==> src/rtl/ex_mem_stage_pkg.sv <==
// ex_mem_stage_pkg: shared ALU op codes, FSM states and forward-select codes
package ex_mem_stage_pkg;
  typedef enum logic [2:0] {
    ALU_ADD = 3'b000,
    ALU_SUB = 3'b001,
    ALU_AND = 3'b010,
    ALU_OR  = 3'b011,
    ALU_XOR = 3'b100,
    ALU_SLT = 3'b101,
    ALU_NOR = 3'b110,
    ALU_MUL = 3'b111
  } alu_op_e;
  typedef enum logic [1:0] {ST_IDLE, ST_BUSY, ST_DONE} state_e;
  typedef enum logic [1:0] {FWD_REG, FWD_EXMEM, FWD_MEMWB} fwd_e;
endpackage

==> src/rtl/ex_mem_stage_mul_seq.sv <==
// mul_seq: shift-add multiplier, one partial product per busy cycle, DATA_W iterations
module mul_seq #(
  parameter int DATA_W = 32
) (
  input  logic              clk,
  input  logic              reset,
  input  logic              start,
  input  logic              busy,
  input  logic [DATA_W-1:0] a,
  input  logic [DATA_W-1:0] b,
  output logic              done,
  output logic [DATA_W-1:0] product
);
  localparam int CW = $clog2(DATA_W);
  logic [DATA_W-1:0] mcand, mplier, acc;
  logic [CW-1:0] count;
  assign done = busy && count == CW'(DATA_W - 1);
  assign product = acc;
  // load operands on start, then accumulate and shift once per busy cycle
  always_ff @(posedge clk or negedge reset)
    if (!reset) begin
      mcand <= '0;
      mplier <= '0;
      acc <= '0;
      count <= '0;
    end else if (start) begin
      mcand <= a;
      mplier <= b;
      acc <= '0;
      count <= '0;
    end else if (busy) begin
      acc <= mplier[0] ? acc + mcand : acc;
      mcand <= mcand << 1;
      mplier <= mplier >> 1;
      count <= done ? count : count + 1'b1;
    end
endmodule

==> src/rtl/ex_mem_stage.sv <==
// ex_mem_stage: execute stage with operand forwarding, ALU, sequential multiply and EX/MEM register
module ex_mem_stage
  import ex_mem_stage_pkg::*;
#(
  parameter int DATA_W = 32,
  parameter int REG_AW = 5
) (
  input  logic              clk,
  input  logic              reset,
  input  logic              reg_write_in,
  input  logic              mem_to_reg_in,
  input  logic              mem_write_in,
  input  logic              alu_src_in,
  input  logic [2:0]        alu_op_in,
  input  logic [DATA_W-1:0] rd1_in,
  input  logic [DATA_W-1:0] rd2_in,
  input  logic [DATA_W-1:0] sign_ext_in,
  input  logic [REG_AW-1:0] rs_in,
  input  logic [REG_AW-1:0] rt_in,
  input  logic [REG_AW-1:0] rd_in,
  input  logic              wb_reg_write,
  input  logic [REG_AW-1:0] wb_write_reg,
  input  logic [DATA_W-1:0] wb_result,
  output logic              reg_write_out,
  output logic              mem_to_reg_out,
  output logic              mem_write_out,
  output logic [DATA_W-1:0] alu_result_out,
  output logic [DATA_W-1:0] write_data_out,
  output logic [REG_AW-1:0] write_reg_out,
  output logic              stall_out
);
  fwd_e fwd_a, fwd_b;
  state_e state, state_nx;
  logic [DATA_W-1:0] op_a, rt_val, op_b, alu_y, product, l_wdata;
  logic [REG_AW-1:0] dest, l_wreg;
  logic is_mul, start, mul_done, l_rw, l_mtr, l_mw;
  assign is_mul = alu_op_in == ALU_MUL;
  assign dest = alu_src_in ? rt_in : rd_in;
  assign stall_out = reset && (state == ST_BUSY || (state == ST_IDLE && is_mul));
  // forward-source selection (EX/MEM over MEM/WB, r0 never forwarded) and operand muxes
  always_comb begin
    fwd_a = (reg_write_out && write_reg_out != '0 && write_reg_out == rs_in) ? FWD_EXMEM
          : (wb_reg_write && wb_write_reg != '0 && wb_write_reg == rs_in) ? FWD_MEMWB : FWD_REG;
    fwd_b = (reg_write_out && write_reg_out != '0 && write_reg_out == rt_in) ? FWD_EXMEM
          : (wb_reg_write && wb_write_reg != '0 && wb_write_reg == rt_in) ? FWD_MEMWB : FWD_REG;
    op_a = fwd_a == FWD_EXMEM ? alu_result_out : fwd_a == FWD_MEMWB ? wb_result : rd1_in;
    rt_val = fwd_b == FWD_EXMEM ? alu_result_out : fwd_b == FWD_MEMWB ? wb_result : rd2_in;
    op_b = alu_src_in ? sign_ext_in : rt_val;
  end
  // single-cycle ALU; MUL is handled by the sequential multiplier
  always_comb begin
    alu_y = '0;
    case (alu_op_in)
      ALU_ADD: alu_y = op_a + op_b;
      ALU_SUB: alu_y = op_a - op_b;
      ALU_AND: alu_y = op_a & op_b;
      ALU_OR:  alu_y = op_a | op_b;
      ALU_XOR: alu_y = op_a ^ op_b;
      ALU_SLT: alu_y = {{(DATA_W-1){1'b0}}, $signed(op_a) < $signed(op_b)};
      ALU_NOR: alu_y = ~(op_a | op_b);
      default: alu_y = '0;
    endcase
  end
  // multiply sequencing: IDLE starts on MUL, BUSY iterates, DONE drains into EX/MEM
  always_comb begin
    state_nx = state;
    start = 1'b0;
    case (state)
      ST_IDLE: begin
        start = is_mul;
        state_nx = is_mul ? ST_BUSY : ST_IDLE;
      end
      ST_BUSY: state_nx = mul_done ? ST_DONE : ST_BUSY;
      default: state_nx = ST_IDLE;
    endcase
  end
  // state register
  always_ff @(posedge clk or negedge reset)
    if (!reset) state <= ST_IDLE;
    else state <= state_nx;
  // hold the multiply's controls and store data while ID/EX stays frozen
  always_ff @(posedge clk or negedge reset)
    if (!reset) begin
      l_rw <= 1'b0;
      l_mtr <= 1'b0;
      l_mw <= 1'b0;
      l_wreg <= '0;
      l_wdata <= '0;
    end else if (start) begin
      l_rw <= reg_write_in;
      l_mtr <= mem_to_reg_in;
      l_mw <= mem_write_in;
      l_wreg <= dest;
      l_wdata <= rt_val;
    end
  // EX/MEM register: ALU result, finished product, or a bubble while multiplying
  always_ff @(posedge clk or negedge reset)
    if (!reset) begin
      reg_write_out <= 1'b0;
      mem_to_reg_out <= 1'b0;
      mem_write_out <= 1'b0;
      alu_result_out <= '0;
      write_data_out <= '0;
      write_reg_out <= '0;
    end else if (state == ST_DONE) begin
      reg_write_out <= l_rw;
      mem_to_reg_out <= l_mtr;
      mem_write_out <= l_mw;
      alu_result_out <= product;
      write_data_out <= l_wdata;
      write_reg_out <= l_wreg;
    end else if (state == ST_IDLE && !is_mul) begin
      reg_write_out <= reg_write_in;
      mem_to_reg_out <= mem_to_reg_in;
      mem_write_out <= mem_write_in;
      alu_result_out <= alu_y;
      write_data_out <= rt_val;
      write_reg_out <= dest;
    end else begin
      reg_write_out <= 1'b0;
      mem_to_reg_out <= 1'b0;
      mem_write_out <= 1'b0;
      alu_result_out <= '0;
      write_data_out <= '0;
      write_reg_out <= '0;
    end
  mul_seq #(.DATA_W(DATA_W)) u_mul (
    .clk(clk),
    .reset(reset),
    .start(start),
    .busy(state == ST_BUSY),
    .a(op_a),
    .b(op_b),
    .done(mul_done),
    .product(product)
  );
endmodule

==> config.mk <==
export PLATFORM = sky130hd
export DESIGN_NAME = ex_mem_stage
export DESIGN_NICKNAME = d
export VERILOG_FILES = /design/src/rtl/ex_mem_stage_pkg.sv /design/src/rtl/ex_mem_stage_mul_seq.sv /design/src/rtl/ex_mem_stage.sv
export SDC_FILE = /design/constraint.sdc
export NUM_CORES = 1
export LEC_CHECK = 0
export ABC_AREA = 1
export ABC_CLOCK_PERIOD_IN_PS = 11400
export BUFFER_PORTS_ARGS = -buffer_cell sky130_fd_sc_hd__buf_4
export CELL_PAD_IN_SITES_DETAIL_PLACEMENT = 1
export CELL_PAD_IN_SITES_GLOBAL_PLACEMENT = 1
export CORE_AREA = 2 2 264 201
export DETAILED_ROUTE_END_ITERATION = 10
export DIE_AREA = 0 0 266 203
export PLACE_DENSITY = 0.77
export SETUP_SLACK_MARGIN = 0.3
export SKIP_CTS_REPAIR_TIMING = 1
export SYNTH_ARGS = -nofsm -noshare
export SYNTH_HDL_FRONTEND = slang
export SYNTH_SLANG_ARGS = --single-unit
export TNS_END_PERCENT = 50
==> constraint.sdc <==
create_clock -name clk -period 11.4 [get_ports clk]
set_input_delay 1.14 -clock clk [delete_from_list [all_inputs] [get_ports clk]]
set_output_delay 1.14 -clock clk [all_outputs]
set_load 0.02 [all_outputs]
==> impl_metrics.ini, run 1 <==
[detailed_routing]
drtIter0Drc = 1991
vias_per_cell = 5.74
remaining_drc_errors = 0
num_vias = 20700
top_layer = met5
met2_wirelength_mm = 39.0
final_antenna_net_count = 0
first_pass_iters = 5
wl_per_cell_um = 25.9
met3WireLength_mm = 6.20
drt-met1-wl_mm = 43.3
wirelength_mm = 93.2

[timing]
skew_ns = 0.0178
rsz0062_at_grt = false
hold_viol = 0
slew-limit-headroom_pct = 24.2
tns_ns = 0
period_minus_slack_ns = 6.21
hold_ws_ns = 0.486
min_period_over_period_pct = 54.4
finalSetupViolations = 0
maxSlewViolCount = 0
tightest_slew_ns = 1.14
max_freq_mhz = 161

[setup_path]
ff2ff_setup_slack_ns = 5.68
critPathRequiredTime_ns = 11.85
crit_type = in2reg
slowest_delay_ns = 0.64
path_common_cell = nand2_1
setup.worst_path.start_class = input pin
crit_slowest_cell = o21ai_0
crit_fanout = 36
worst-path-buf-inv = 4
worstSetupEndpointType = flip-flop
worstPathArrival_ns = 6.65
crit_family = simple AND/OR/NAND/NOR gates

[placement]
place_area_sq_mm = 0.0206
dp_hpwl_mm = 73.3
gp_congestion = 1.01
io_buffer_count = 230

[global_routing]
grt_max_degree = 93
grt_pass1_wl_mm = 137
grt_usage_pct = 33.9
grt_overflow = 0
grt_pass1_vias = 20700
antenna_found_initial = 5

[pwr]
p_sw_share_pct = 47.5
clkPwrFrac_pct = 20.1
vdd_drop_max_uv = 106
leakagePower_nw = 11.1
power_frac_comb_pct = 49.3
net-switching-power_mw = 1.92
pwr-share-seq_pct = 30.6
power_density_mw_per_mm2 = 189
internal_power_mw = 2.12

[yosys]
synth_edf_count = 0
syn_avg_cell_area_sq_um = 6.64
ys_seq_elements = 215
yosysMostFrequentCell = nand2_1
synth_area_leader_cell = dfrtp_1
synth_common_cells = nand2_1 (676), o21ai_0 (391), inv_1 (384), dfrtp_1 (215), nand3_1 (169)
ys.flop_type = dfrtp_1
synth_cells = 2753
ys_top_cells_by_area = dfrtp_1 (29%), nand2_1 (14%), o21ai_0 (11%)
ys_types = 57
syn_area_sq_mm = 0.0183
syn-num-nets = 3050
ys_warn_count = 0
synth_top_area_share_pct = 29.4
ys_seq_area_share_pct = 29.4
async_flop_share_pct = 100

[floorplan]
start_util_pct = 35.7
ioPinCount = 231
rows = 72
die_w_um = 266
core_sq_mm = 0.0512
die_h_um = 203
die-area_sq_mm = 0.0540

[finish]
synthToLayoutAreaGrowth_pct = 17.0
final_layout_size_suffix_gt1_share_pct = 13.3
finish.instance_area_sq_mm = 0.0214
n_fill_cell = 6653
layout.nets = 3215

[cts]
clk_path_buf_depth = 3
cts_htree_levels = 1
cts-root-buf = clkbuf_16
cts.sinks = 215
cts_tree = built
cts_made_buffers = 25
clk_latency_ns = 0.56
clk_pin_slew_worst_paths_ns = 0.07

[status]
status = finished clean

[min_path]
hp-class = reg2reg

[job]
drv_cap = 0
-- stage by stage --
stage | worst slack (ns) | util [%] | power (mW) | std cells
5_1_grt | 4.72 | 41.8 | 4.30 | 3598
3_3_place_gp | 4.80 | 40.3 | 3.10 | 3557
2_1_floorplan | 6.45 | - | 2.41 | 2753
3_5_place_dp | 4.69 | 40.3 | 3.18 | 3557
4_1_cts | 5.30 | 41.8 | 4.01 | 3598
6_report | 5.19 | 41.8 | 4.03 | 3600
-- cells in the final DEF (no fill, tap or decap), drive strengths merged, types with 8 or more instances in the layout --
master	netlist	final
xor2	14	14
nand2	695	695
nand4	25	25
a221oi	14	14
a21boi	8	8
o22ai	33	33
nand3	186	186
xnor2	11	11
dfrtp	215	215
clkbuf	101	30
o2111ai	13	13
o211ai	16	16
ha	136	136
o21a	8	8
inv	393	395
clkinv	3	8
o21ai	403	403
or2	23	23
a21oi	150	150
nor3	28	28
buf	21	260
o221ai	12	12
nor2	180	180
o21bai	8	8
a31oi	22	22
-- worst min-delay path: cells and delay by family (launching register included) --
kind | cells | cell delay (ns)
and+or+nand+nor | 1 | 0.05
DFF | 1 | 0.34
AOI/OAI and AO/OA | 1 | 0.06
-- per-layer routing --
metal | vias up | track usage [%]
met4 | 6 | 14.6
met5 | - | 0
li1 | 9373 | -
met1 | 10300 | 48.5
met2 | 846 | 50.5
met3 | 194 | 5.18
-- sequential cells by signal (all words and copies together) (netlist names), 2 cells and up --
signal / count
state: 2
alu_result_out: 32
u_mul.mplier: 32
u_mul.mcand: 32
u_mul.product: 32
u_mul.count: 5
l_wreg: 5
write_reg_out: 5
write_data_out: 32
l_wdata: 32
-- power by group through the flow --
stage | sequential (mW) | combinational [mW] | clock [mW]
floorplan | 1.23 | 1.18 | 0
finish | 1.23 | 1.99 | 0.812
global route | 1.26 | 2.19 | 0.848
global placement | 1.23 | 1.87 | 0
CTS | 1.23 | 1.96 | 0.821
detailed placement | 1.24 | 1.94 | 0
-- final timing paths --
kind,from,to,cells past startpoint
max reg2reg,write_reg_out[1]$_DFF_PN0_,alu_result_out[26]$_DFF_PN0_,25
max in group asynchronous,reset,alu_result_out[5]$_DFF_PN0_,3
max,rt_in[3],alu_result_out[26]$_DFF_PN0_,28
min in group asynchronous,reset,l_wreg[1]$_DFFE_PN0P_,1
min reg2reg,l_wdata[25]$_DFFE_PN0P_,l_wdata[25]$_DFFE_PN0P_,2
min,l_wdata[25]$_DFFE_PN0P_,l_wdata[25]$_DFFE_PN0P_,2
-- layout make-up --
cell class	instances	area (sq um)	area share [%]
clock inverters	11	98.8	0.462
repair buffers	260	1960	9.16
well taps	666	833	3.90
flip-flops and latches	215	5380	25.2
inverters	396	1490	6.95
clock buffers	30	684	3.20
multi-input cells	2020	10900	51.2
diodes	2	5.00	0.0234
-- kinds of logic after synthesis --
| logic type | share of synthesized area (%) |
|---|---|
| buffers and inverters | 10.8 |
| flip-flops | 29.4 |
| adder cells (fa/ha/maj) | 9.64 |
| AO/OA/AOI/OAI | 21.7 |
| XOR/XNOR | 1.20 |
| AND/OR/NAND/NOR | 27.2 |
(Power assumes the default switching activity.)
==> inputs of run 2 (changes only) <==
ABC_CLOCK_PERIOD_IN_PS = 6200   (was 11400)
clock period = 6.2 ns   (was 11.4 ns; I/O delays follow)
==> run 2 against run 1 <==
Compared with the run above: global-route usage down 0.93 points; sequential cell count stayed put; design area up 1.5%; critical path depth fell by 3; critical endpoint is now alu_result_out[0]$_DFF_PN0_; largest power group unchanged; highest routed layer unchanged.
==> impl_metrics.ini, run 2 (same netlist as run 1, synthesis figures left out) <==
[floorplan]
start_util_pct = 35.7
rows = 72
core_sq_mm = 0.0512
ioPinCount = 231
die-area_sq_mm = 0.0540
die_h_um = 203
die_w_um = 266

[cts]
clk_path_buf_depth = 3
cts_tree = built
clk_latency_ns = 0.58
cts_made_buffers = 26
clk_pin_slew_worst_paths_ns = 0.06
cts_htree_levels = 1
cts.sinks = 215
cts-root-buf = clkbuf_16

[global_routing]
grt_max_degree = 123
antenna_found_initial = 4
grt_overflow = 0
grt_pass1_wl_mm = 134
grt_usage_pct = 33.0
grt_pass1_vias = 20700

[pwr]
power_density_mw_per_mm2 = 353
internal_power_mw = 4.10
total_power_mw = 7.66
leakagePower_nw = 11.2
p_sw_share_pct = 46.5
pwr-share-seq_pct = 29.6
vdd_drop_max_uv = 230
power_frac_comb_pct = 47.6
net-switching-power_mw = 3.56
clkPwrFrac_pct = 22.7

[timing]
tns_ns = 0
period_minus_slack_ns = 5.33
maxSlewViolCount = 0
rsz0062_at_grt = false
tightest_slew_ns = 1.13
skew_ns = 0.0203
max_freq_mhz = 187
slew-limit-headroom_pct = 24.4
min_period_over_period_pct = 86.0
hold_viol = 0
finalSetupViolations = 0

[placement]
io_buffer_count = 230
dp_hpwl_mm = 71.3
gp_congestion = 1.02
dp.cells = 3577

[setup_path]
critPathRequiredTime_ns = 6.70
r2r_end = alu_result_out[0]$_DFF_PN0_
crit_fanout = 40
slowest_delay_ns = 0.48
ff2ff_setup_slack_ns = 0.87
cp-startpoint = write_reg_out[1]$_DFF_PN0_
worstPathArrival_ns = 5.84
rr_worst_depth = 25
r2r-start = write_reg_out[1]$_DFF_PN0_
setup.worst_path.start_class = flip-flop
worstSetupEndpointType = flip-flop
path_common_cell = nand2_1
crit_slowest_cell = dfrtp_1
endpoint = alu_result_out[0]$_DFF_PN0_
crit_type = reg2reg

[detailed_routing]
num_vias = 20600
vias_per_cell = 5.69
remaining_drc_errors = 0
final_antenna_net_count = 0
wl_per_cell_um = 25.0
drtIter0Drc = 2057
wirelength_mm = 90.7
first_pass_iters = 5

[job]
drv_cap = 0

[finish]
final_cell_mix = nand2_1 (675), o21ai_0 (390), inv_1 (384)
layout_commonest_cell = nand2_1
n_fill_cell = 6643
final_layout_size_suffix_gt1_share_pct = 14.1
layout.nets = 3236
synthToLayoutAreaGrowth_pct = 18.8
stdcell_count = 3626

[status]
status = finished clean

[min_path]
hp-class = in2async
[run 2: worst min path at each step]
stage	start	endpoint
floorplan	reset	alu_result_out[0]$_DFF_PN0_
detailed placement	l_wdata[28]$_DFFE_PN0P_	l_wdata[28]$_DFFE_PN0P_
finish	reset	u_mul.mcand[8]$_DFFE_PN0N_
CTS	reset	u_mul.mcand[8]$_DFFE_PN0N_
global placement	l_rw$_DFFE_PN0P_	reg_write_out$_DFF_PN0_
global route	reset	u_mul.mcand[8]$_DFFE_PN0N_
[run 2: layer usage]
metal	up-vias	part of all wire [%]	GRT usage [%]
met5	-	0.012	0
met1	10200	46	47.4
li1	9417	-	-
met3	154	7.0	4.35
met4	2	4.2	12.1
met2	865	42	50.4
[run 2: power groups by stage]
stage | registers (mW) | clock network, mW | logic (mW)
6_report | 2.27 | 1.74 | 3.65
5_1_grt | 2.32 | 1.81 | 4.03
4_1_cts | 2.26 | 1.75 | 3.59
3_5_place_dp | 2.28 | 0 | 3.56
3_3_place_gp | 2.26 | 0 | 3.42
2_1_floorplan | 2.26 | 0 | 2.17
[run 2: final cells by class]
class | count | area, sq um | share of cell area [%]
Inverter | 396 | 1490 | 6.84
Sequential cell | 215 | 5380 | 24.8
Antenna cell | 1 | 2.50 | 0.0115
Multi-Input combinational cell | 2020 | 10900 | 50.4
Clock buffer | 29 | 683 | 3.15
Clock inverter | 19 | 254 | 1.17
Timing Repair Buffer | 280 | 2130 | 9.83
Tap cell | 666 | 833 | 3.84
[run 2: stage by stage]
| stage | util, % | hold WS [ns] | setup slack [ns] | instance area, sq um |
|---|---|---|---|---|
| finish | 42.4 | 0.0854 | 0.865 | 21700 |
| global route | 42.4 | 0.124 | 0.507 | 21700 |
| CTS | 42.4 | 0.151 | 1.04 | 21700 |
| detailed placement | 40.6 | 0.474 | 0.579 | 20800 |
| global placement | 40.6 | 0.463 | 0.643 | 20800 |
| floorplan | - | 0.324 | 1.77 | 18300 |
[run 2: critical path, delay by kind of cell, from the launching register on]
kind,cells,cell delay [ns]
adders and majority gates,1,0.39
DFF,1,0.48
buffers and inverters,4,0.95
AOI/OAI and AO/OA,8,1.97
and+or+nand+nor,11,1.23
xor gates and xnor gates,1,0.22
==> inputs of run 3 (changes only) <==
==> constraint.sdc (replaced) <==
create_clock -name clk -period 6.2 [get_ports clk]
set_input_delay 1.86 -clock clk [delete_from_list [all_inputs] [get_ports clk]]
set_output_delay 1.86 -clock clk [all_outputs]
set_load 0.02 [all_outputs]
==> run 3 against run 2 <==
Compared with the run above: worst setup slack worse by 0.36 ns; clock power down 9.8%; clock skew up 0.0015 ns; hold slack better by 0.40 ns; first-iteration DRC count up 0.58%; maximum frequency decreased by 6.4%; global-route usage is 2.0 points higher; wire length up 6.0%; sequential share of layout area shrank 1.4 points; critical endpoint is now alu_result_out[17]$_DFF_PN0_; highest routed layer unchanged.
==> impl_metrics.ini, run 3 (same netlist as run 1, synthesis figures left out) <==
[timing]
period_minus_slack_ns = 5.70
slew-limit-headroom_pct = 22.9
maxSlewViolCount = 0
min_period_over_period_pct = 91.9
rsz0062_at_grt = false
tns_ns = 0
tightest_slew_ns = 1.16
skew_ns = 0.0218
hold_viol = 0
max_freq_mhz = 175
finalSetupViolations = 0

[global_routing]
grt_pass1_vias = 21800
antenna_found_initial = 3
grt_pass1_wl_mm = 141
grt_overflow = 0
grt_usage_pct = 35.0
grt_max_degree = 104

[setup_path]
crit_slowest_cell = ha_1
path_common_cell = nand2_1
slowest_delay_ns = 0.33
worstPathArrival_ns = 6.14
rr_worst_depth = 32
crit_type = in2reg
critPathRequiredTime_ns = 6.65
crit_fanout = 19
worstSetupEndpointType = flip-flop
setup.worst_path.start_class = input pin

[floorplan]
core_sq_mm = 0.0512
start_util_pct = 35.7
die-area_sq_mm = 0.0540
rows = 72
die_w_um = 266
ioPinCount = 231
die_h_um = 203

[cts]
cts_made_buffers = 25
cts_tree = built
clk_pin_slew_worst_paths_ns = 0.07
clk_path_buf_depth = 3
cts_htree_levels = 1
cts-root-buf = clkbuf_16
cts.sinks = 215
clk_latency_ns = 0.57

[finish]
layout_commonest_cell = nand2_1
final_cell_mix = nand2_1 (673), buf_4 (447), o21ai_0 (388)
layout.nets = 3410
utilization_pct = 45.0
antennaDiodeCount = 0
multiInputGateArea_sq_mm = 0.0110
ff_latch_area_sq_mm = 0.00538
final_layout_size_suffix_gt1_share_pct = 19.0
n_fill_cell = 6679
synthToLayoutAreaGrowth_pct = 25.9
finish.instance_area_sq_mm = 0.0230

[detailed_routing]
wirelength_mm = 96.1
first_pass_iters = 5
vias_per_cell = 5.64
drtIter0Drc = 2069
remaining_drc_errors = 0
final_antenna_net_count = 0
wl_per_cell_um = 25.3
num_vias = 21400

[pwr]
leakagePower_nw = 12.1
power_density_mw_per_mm2 = 336
vdd_drop_max_uv = 233

[status]
status = finished clean

[min_path]
hp-class = reg2reg
holdPathStages = 2

[job]
drv_cap = 0

[placement]
dp_hpwl_mm = 77.7
io_buffer_count = 230
gp_congestion = 1.00
place_area_sq_mm = 0.0222
## run 3: changes by cell type in the layout (fill, tap and decap cells not counted), sizes merged
cell	delta
clkinv	+1
clkbuf	+5
clkinvlp	-4
bufinv	-3
buf	+175
diode	-1
inv	-2
## run 3: path summary, 6_finish.rpt
kind,startpoint,endpoint,slack (ns)
min in group asynchronous,reset,alu_result_out[15]$_DFF_PN0_,1.20
worst min-delay path,l_wdata[14]$_DFFE_PN0P_,l_wdata[14]$_DFFE_PN0P_,0.49
worst max register to register,write_reg_out[1]$_DFF_PN0_,alu_result_out[17]$_DFF_PN0_,1.43
worst min register to register,l_wdata[14]$_DFFE_PN0P_,l_wdata[14]$_DFFE_PN0P_,0.49
max in group asynchronous,reset,u_mul.product[24]$_DFFE_PN0P_,3.00
worst max-delay path,rt_in[1],alu_result_out[17]$_DFF_PN0_,0.50
## run 3: cell type report
cell class / instances / area share [%]
multi-input cells: 2020 / 47.7
flip-flops and latches: 215 / 23.4
repair buffers: 455 / 15.3
inverters: 396 / 6.46
well taps: 666 / 3.62
clock buffers: 34 / 3.08
clock inverters: 11 / 0.538
## run 3: report_power, final
part / leakage [nW] / total (mW) / switching (mW) / internal, mW
clock: 0.414 / 1.57 / 0.683 / 0.889
combinational: 8.88 / 3.89 / 2.58 / 1.31
sequential: 2.79 / 2.28 / 0.367 / 1.91
## run 3: per-layer routing
layer | track usage, % | wire (um) | up-vias
met5 | 0 | 11 | -
met4 | 10.7 | 3270 | 2
met3 | 5.34 | 7300 | 133
met2 | 55.6 | 42100 | 924
met1 | 49.0 | 43500 | 10600
li1 | - | - | 9757
## run 3: metrics by stage
| stage | worst slack [ns] | power, mW | hold slack [ns] | std cells |
|---|---|---|---|---|
| 3_3_place_gp | -0.0752 | 5.89 | 0.464 | 3752 |
| 3_5_place_dp | -0.142 | 6.07 | 0.476 | 3752 |
| 5_1_grt | 0.315 | 8.23 | 0.510 | 3797 |
| 4_1_cts | 0.406 | 7.68 | 0.490 | 3797 |
| 2_1_floorplan | 0.530 | 4.43 | 0.449 | 2753 |
| 6_report | 0.501 | 7.74 | 0.489 | 3797 |
## run 3: worst max-delay path: cells and delay by family
| kind | cells | cell delay (ns) |
|---|---|---|
| AND/OR/NAND/NOR | 20 | 2.08 |
| AO/OA/AOI/OAI | 6 | 1.02 |
| buffers and inverters | 5 | 0.64 |
| adder cells (fa/ha/maj) | 1 | 0.33 |
| XOR/XNOR | 1 | 0.18 |
